### config.mk
export PLATFORM = sky130hd
export DESIGN_NAME = mul_rr_sched
export DESIGN_NICKNAME = d
export VERILOG_FILES = /design/src/rtl/mul_rr_sched.sv
export SDC_FILE = /design/constraint.sdc
export NUM_CORES = 1
export LEC_CHECK = 0
export BUFFER_PORTS_ARGS = -buffer_cell sky130_fd_sc_hd__buf_2
export CAP_MARGIN = 40
export CORE_UTILIZATION = 57
export CTS_CLUSTER_SIZE = 24
export DETAILED_ROUTE_END_ITERATION = 8
export PLACE_DENSITY_LB_ADDON = 0.05
export SLEW_MARGIN = 20
export SYNTH_ARGS = -nofsm -noshare
export SYNTH_HDL_FRONTEND = slang
export SYNTH_SLANG_ARGS = --single-unit
### constraint.sdc
create_clock -name clk -period 7.1 [get_ports clk]
set_input_delay 0.71 -clock clk [delete_from_list [all_inputs] [get_ports clk]]
set_output_delay 0.71 -clock clk [all_outputs]
set_load 0.01 [all_outputs]
### src/rtl/mul_rr_sched.sv
// Round-robin scheduler that feeds one pipelined unsigned multiplier, built from
// recursively composed 2x2 Vedic cells, from N_REQ valid/ready requesters.

module mul_rr_vedic #(
    parameter int W = 2
) (
    input  logic [W-1:0]   a,
    input  logic [W-1:0]   b,
    output logic [2*W-1:0] p
);
    localparam int H = W / 2;

    generate
        if (W == 2) begin : g_cell
            logic c1;
            assign c1   = (a[1] & b[0]) & (a[0] & b[1]);
            assign p[0] = a[0] & b[0];
            assign p[1] = (a[1] & b[0]) ^ (a[0] & b[1]);
            assign p[2] = (a[1] & b[1]) ^ c1;
            assign p[3] = (a[1] & b[1]) & c1;
        end else begin : g_tree
            logic [W-1:0] ll, lh, hl, hh;
            mul_rr_vedic #(.W(H)) u_ll (.a(a[H-1:0]), .b(b[H-1:0]), .p(ll));
            mul_rr_vedic #(.W(H)) u_lh (.a(a[H-1:0]), .b(b[W-1:H]), .p(lh));
            mul_rr_vedic #(.W(H)) u_hl (.a(a[W-1:H]), .b(b[H-1:0]), .p(hl));
            mul_rr_vedic #(.W(H)) u_hh (.a(a[W-1:H]), .b(b[W-1:H]), .p(hh));
            // Cross terms sit at weight 2^H; the exact product always fits in 2W bits.
            assign p = {hh, ll} + {{H{1'b0}}, lh, {H{1'b0}}} + {{H{1'b0}}, hl, {H{1'b0}}};
        end
    endgenerate
endmodule

module mul_rr_sched #(
    parameter int N_REQ = 4,
    parameter int W     = 8,
    parameter int LAT   = 2,
    parameter int IDW   = $clog2(N_REQ)
) (
    input  logic               clk,
    input  logic               rst_n,
    input  logic [N_REQ-1:0]   req_valid,
    input  logic [N_REQ*W-1:0] req_a,
    input  logic [N_REQ*W-1:0] req_b,
    output logic [N_REQ-1:0]   req_ready,
    output logic               res_valid,
    output logic [IDW-1:0]     res_id,
    output logic [2*W-1:0]     res_p,
    input  logic               res_ready,
    output logic               idle
);
    logic [LAT:1]                vld_pipe;
    logic [LAT:1][IDW-1:0]       id_pipe;
    logic [LAT:1][2*W-1:0]       p_pipe;
    logic [IDW-1:0]              ptr, win, idx;
    logic                        found, adv, acc;
    logic [W-1:0]                a_sel, b_sel;
    logic [2*W-1:0]              p_new;

    assign res_valid = vld_pipe[LAT];
    assign res_id    = id_pipe[LAT];
    assign res_p     = p_pipe[LAT];
    assign idle      = ~|vld_pipe;
    assign adv       = !res_valid || res_ready;

    // Search starts at ptr; N_REQ is a power of two so index wrap is free.
    always_comb begin
        found = 1'b0;
        win   = '0;
        idx   = '0;
        for (int k = 0; k < N_REQ; k++) begin
            idx = ptr + IDW'(k);
            if (!found && req_valid[idx]) begin
                found = 1'b1;
                win   = idx;
            end
        end
    end

    always_comb begin
        req_ready = '0;
        if (found && adv && rst_n)
            req_ready[win] = 1'b1;
    end

    assign acc   = |(req_valid & req_ready);
    assign a_sel = req_a[int'(win)*W +: W];
    assign b_sel = req_b[int'(win)*W +: W];

    mul_rr_vedic #(.W(W)) u_mul (.a(a_sel), .b(b_sel), .p(p_new));

    always_ff @(posedge clk or negedge rst_n) begin
        if (!rst_n) begin
            vld_pipe <= '0;
            id_pipe  <= '0;
            p_pipe   <= '0;
            ptr      <= '0;
        end else begin
            if (acc)
                ptr <= (win == IDW'(N_REQ - 1)) ? '0 : win + 1'b1;
            if (adv) begin
                vld_pipe[1] <= acc;
                id_pipe[1]  <= win;
                p_pipe[1]   <= p_new;
                for (int s = 2; s <= LAT; s++) begin
                    vld_pipe[s] <= vld_pipe[s-1];
                    id_pipe[s]  <= id_pipe[s-1];
                    p_pipe[s]   <= p_pipe[s-1];
                end
            end
        end
    end
endmodule

[After elaboration in Yosys (flattened, before gate mapping)]
Index checks and enable logic that the tools add are counted.
Word-level totals
  latch bits: 0
  memories: 0
  bits in writable memories: 0
  word-level logic and storage cells: 192
  input bits: 71
  bits in registers: 40
  memory bits (read-only): 0
Operators by class
  reduce and logical (&&, ||, !) cells: 14
  shift operators: 2
  $mul: 0
  mux-type cells: 20
  bitwise operators: 129
  add/subtract/negate cells: 14
  divide/modulo/power cells: 0
  order comparisons: 6
  eq/ne operators: 1
Operators by type and width (count)
  1-bit AND: 96
  8-bit by 6-bit adder with 8-bit output: 8
  32-bit by 6-bit indexed part select with 8-bit output: 2
  16-bit by 12-bit adder with 16-bit output: 2
  1-bit bitwise XOR: 32
  2-bit by 3-bit less-than comparator with 1-bit output (second input constant): 5
  2-bit two-way mux: 5
  1-bit two-way mux: 9
  1-bit binary-select mux with 2-bit select: 4
  1-bit logical AND: 6
  1-bit zero test: 5
  2-bit by 1-bit adder with 2-bit output (second input constant): 2
  2-bit adder (second input constant): 2
  4-bit AND: 1
  4-bit two-way mux: 1
  4-bit OR reduction: 1
  1-bit demux with 2-bit select: 1
  2-bit == test (second input constant): 1
  2-bit by 1-bit greater-or-equal comparator with 1-bit output (second input constant): 1
  2-bit OR reduction: 1
  1-bit logical OR: 1

[Depth between registers and ports, before layout]
  depth in word-level cells: 20
  mapped depth: 27
  gate-level depth less buffers: 25

[Cells and area by module]
Synthesis repeated with hierarchy kept, for this count alone.
Unflattened totals
  cells, all modules: 456
  area total of the unflattened synthesis: 4710.8 um^2
Modules (own cells, without submodules)
  mul_rr_sched: times used 1, cells an instance 186, area each 2349.8 um^2
  mul_rr_vedic at u_mul.g_tree.u_hh ...: times used 4, cells an instance 27, area each 249.0 um^2
  mul_rr_vedic at u_mul.g_tree.u_hh.g_tree.u_hh ...: times used 16, cells an instance 6, area each 50.0 um^2
  mul_rr_vedic at u_mul: times used 1, cells an instance 66, area each 564.3 um^2

[Least setup slack after synthesis]
Ideal clock, no wire load.
  path type: input to register
  start: in req_valid[2]
  end: reg p_pipe[15] in the netlist's numbering
  slack: 1.380 ns
  required time: 6.964 ns
  data arrival time: 5.585 ns
  library setup time: 0.136 ns
  cell stages on the path: 25
  path buffers: 1
  cells stage by stage: mux2i_1 -> nor2_1 -> a311oi_4 -> buf_6 -> mux2_2 -> nor2_1 -> ha_1 -> ha_1 -> inv_1 -> fa_1 -> inv_1 -> ha_1 -> fa_1 -> a21o_1 -> a21oi_1 -> xor2_1 -> fa_1 -> inv_1 -> ha_1 -> a21o_1 -> nand4_1 -> a21oi_1 -> o211ai_1 -> xnor2_1 -> o21ai_0
Between the ends
  cells in the longest elaborated chain, start to end: 20
  elaborated cells between the ends (all ways): 161
  those cells by class: add/sub: 10; shift: 2; mux: 15; bitwise: 128; reduce/logical: 6
Ends and longest elaborated chain
  from (decl): line 41  | input logic [N_REQ-1:0] req_valid,
  1-bit binary-select mux with 2-bit select: line 72  | if (!found && req_valid[idx]) begin
  1-bit two-way mux (not written as such): line 72
  1-bit two-way mux: line 72
  1-bit zero test: line 72
  1-bit logical AND: line 72
  1-bit two-way mux: line 72
  1-bit zero test: line 72
  1-bit logical AND: line 72
  [4 not listed]
  net win[0]: line 54  | logic [IDW-1:0] ptr, win, idx;
  32-bit by 6-bit indexed part select with 8-bit output, on equally long branches: line 86, 87
  1-bit AND: line 16, 18
  1-bit AND: line 16  | assign c1 = (a[1] & b[0]) & (a[0] & b[1]);
  1-bit bitwise XOR / 1-bit AND (equally long branches): line 19, 20
  8-bit by 6-bit adder with 8-bit output (2 in a row): line 28  | assign p = {hh, ll} + {{H{1'b0}}, lh, {H{1'b0}}} + {{H{1'b0}}, hl, {H{1'b0}}};
  16-bit by 12-bit adder with 16-bit output: line 28
  16-bit by 12-bit adder with 16-bit output *: line 28
  to (signal, indexed assignment): line 107  | p_pipe[s] <= p_pipe[s-1];
  to (decl): line 53  | logic [LAT:1][2*W-1:0] p_pipe;
Mark *: on every way through the listed nets, which the timed path passes. The rest lies on a longest branch. The select of a mux whose other input is x is not followed.
A chain may end at the register's enable or synchronous reset.

[Worst setup path in the final report]
  start: in req_valid[0]
  end: reg p_pipe[12] in the netlist's numbering
Between the ends
  cells in the longest elaborated chain, start to end: 20
  elaborated cells between the ends (all ways): 152
  those cells by class: add/sub: 10; shift: 2; mux: 15; bitwise: 119; reduce/logical: 6
Ends and longest elaborated chain (line)
  1-bit binary-select mux with 2-bit select: 72
  1-bit two-way mux (not written as such): 72
  1-bit two-way mux: 72
  1-bit zero test: 72
  1-bit logical AND: 72
  1-bit two-way mux: 72
  1-bit zero test: 72
  1-bit logical AND: 72
  [3 not listed]
  2-bit two-way mux *: 72
  32-bit by 6-bit indexed part select with 8-bit output, on equally long branches: 86, 87
  1-bit AND: 16, 18
  1-bit AND: 16
  1-bit bitwise XOR / 1-bit AND (equally long branches): 19, 20
  8-bit by 6-bit adder with 8-bit output (2 in a row): 28
  16-bit by 12-bit adder with 16-bit output: 28
  16-bit by 12-bit adder with 16-bit output *: 28
Mark *: on every way between the ends. The rest lies on a longest branch, timed or not. The select of a mux whose other input is x is not followed.

==> results.py <==
metrics = {
    "sta": {
        "skew_ns": 0.00757,
        "rsz0062_at_grt": "no",
        "slew_headroom_pct": 66.7,
        "fin_crit_ns": 6.11,
        "tightest_slew_ns": 0.500,
        "fin_setup_tns_ns": 0,
        "hold_viol_final": 0,
        "min_period_over_period_pct": 86.1,
        "finalSetupViolations": 0,
        "slew_viol_final": 0,
        "fmax_mhz": 164,
    },
    "setup_path": {
        "path_common_cell": "a21oi_1",
        "cp.arrival_ns": 6.27,
        "max_stage_delay_ns": 0.51,
        "crit_slowest_cell": "o2bb2a_2",
        "cp_max_fo": 16,
        "path_class": "input port to register",
        "cp_data_required_time_ns": 7.26,
        "worst_setup_path_start_kind": "input port",
        "cp-end-kind": "register",
    },
    "routing": {
        "drt-initial-drc-count": 100,
        "drc": 0,
        "wl_per_cell_um": 13.0,
        "ant_nets": 0,
        "viasPerCell": 5.10,
        "vias": 3320,
        "wl_um": 8470,
        "drtPass1Iterations": 4,
    },
    "synth": {
        "synth.area.top_cells": "dfrtp_1 22%, ha_1 16%, fa_1 13%, mux2_2 8.4%, mux2i_1 7.2%",
        "synth_top_area_share_pct": 21.9,
        "yosysMostFrequentCell": "inv_1",
        "synth.distinct_cells": 38,
        "postSynth.asyncResetShare_pct": 100,
        "ys_seq_area_share_pct": 21.9,
        "synth-seq-cells": 40,
        "synth_area_sq_um": 4570,
        "syn_inst": 470,
        "yosys_warnings": 0,
        "syn_avg_cell_area_sq_um": 9.72,
        "synth_nets": 630,
        "synth_flop_cell": "dfrtp_1",
        "synth.largest_area_cell": "dfrtp_1",
        "synth_common_cells": "66 x inv_1, 60 x ha_1, 54 x nor2_1",
        "synth_edf_count": 0,
    },
    "floorplan": {
        "dieWidth_um": 91.5,
        "core_area_sq_um": 7730,
        "dieHeight_um": 91.5,
        "rows": 32,
        "boundaryPins": 95,
        "dieArea_sq_um": 8380,
        "initial_core_util_pct": 59.1,
    },
    "layout": {
        "nets": 708,
        "num-fill-cells": 655,
        "drive_gt1_share_pct": 27.5,
        "areaGrowthSynthToFinish_pct": 11.6,
        "n_antenna_cell": 0,
    },
    "placed_design": {
        "routabilityCongestion": 0.833,
        "hpwl_um": 7170,
        "portBuffers": 94,
    },
    "clock_tree": {
        "cts_max_level": 2,
        "cts_resized": 0,
        "path_clk_slew_ns": 0.07,
        "insertion_delay_ns": 0.29,
        "cts_buffers": 5,
        "cts_tree": "done",
        "post_cts_buffers": 0,
        "ctsHoldBuffers": 0,
        "clk_path_buf_depth": 2,
        "cts_root_buf": "clkbuf_8",
        "cts_sinks": 40,
    },
    "grt": {
        "grt_pass1_wl_um": 15000,
        "grt_pass1_vias": 3398,
        "grt_start_max_net_pins": 53,
        "gr-usage-all-layers_pct": 22.5,
        "antenna_found_initial": 0,
        "grt_overflow": 0,
    },
    "run_status": {
        "status": "completed",
    },
    "job": {
        "drv_cap": 0,
    },
    "hold_path": {
        "hold_class": "input port to asynchronous set/reset pin",
    },
}
[through the flow]
step / instance area [sq um] / util (%) / instances / setup slack [ns] / hold slack (ns)
2_1_floorplan: 4570 / - / 470 / 1.38 / 0.414
3_3_place_gp: 4990 / 64.5 / 642 / 0.799 / 0.457
3_5_place_dp: 5010 / 64.8 / 643 / 0.659 / 0.467
4_1_cts: 5100 / 66.0 / 651 / 0.950 / 0.289
5_1_grt: 5100 / 66.0 / 651 / 0.539 / 0.295
6_report: 5100 / 66.0 / 651 / 0.988 / 0.292
[per-layer routing]
metal  global-route usage [%]  routed length [um]
met4                     8.47                 162
met5                        0                   0
met1                     29.5                4020
met2                     38.8                4110
met3                     1.42                 186
[logic make-up (layout without fill, tap and decap cells)]
kind of cell,count (synthesis),in the layout,share of synthesized area [%]
AO/OA/AOI/OAI,54,54,7.69
XOR/XNOR,21,21,4.03
adder cells (fa/ha/maj),89,89,29.1
buffers and inverters,95,174,10.4
flip-flops,40,40,21.9
multiplexers,73,73,17.5
AND/OR/NAND/NOR,98,98,9.36
[worst paths after layout]
| kind | startpoint | endpoint | slack, ns | cells past startpoint |
|---|---|---|---|---|
| setup / recovery | req_valid[0] | p_pipe[12] | 0.99 | 25 |
| hold / removal | rst_n | id_pipe[0] | 0.29 | 1 |
| setup reg to reg | ptr[1] | p_pipe[12] | 1.07 | 24 |
| hold reg to reg | p_pipe[8] | p_pipe[8] | 0.48 | 2 |
| max in group asynchronous | rst_n | p_pipe[5] | 6.37 | 2 |
| min in group clk | p_pipe[8] | p_pipe[8] | 0.48 | 2 |
[cells in the final DEF, fill, tap and decap left out, types with 5 or more instances in the layout]
cell / n
buf_2: 94
mux2i_1: 33
dfrtp_1: 40
or2_1: 12
ha_1: 60
xor2_1: 11
mux2_2: 34
fa_1: 29
nor2_1: 54
xnor2_1: 10
buf_4: 5
inv_1: 66
mux2_4: 5
nand2_1: 20
clkbuf_8: 6
a21oi_1: 17
o21ai_0: 14
a21o_1: 12
[registers in the layout (all words and copies together) (netlist names)]
name      flops
id_pipe       2
p_pipe       16
ptr           2
res_id        2
res_p        16
vld_pipe      2
[area by class of cell]
| cell class | count | area [sq um] | share of cell area, % |
|---|---|---|---|
| inverters | 66 | 248 | 4.86 |
| clock buffers | 7 | 86.3 | 1.69 |
| well taps | 102 | 128 | 2.50 |
| flip-flops and latches | 40 | 1000 | 19.6 |
| repair buffers | 100 | 528 | 10.4 |
| clock inverters | 1 | 7.51 | 0.147 |
| multi-input cells | 335 | 3100 | 60.8 |
[critical path, delay by kind of cell]
| family | cells | cell delay (ns) |
|---|---|---|
| XOR/XNOR | 2 | 0.41 |
| multiplexers | 2 | 0.52 |
| AO/OA/AOI/OAI | 9 | 1.82 |
| buffers and inverters | 5 | 0.60 |
| AND/OR/NAND/NOR | 1 | 0.06 |
| adder cells (fa/ha/maj) | 6 | 2.11 |
Power is left out: the tool's default activity adds up to more than one toggle a clock period on the data nets, which glitch-free logic cannot reach.
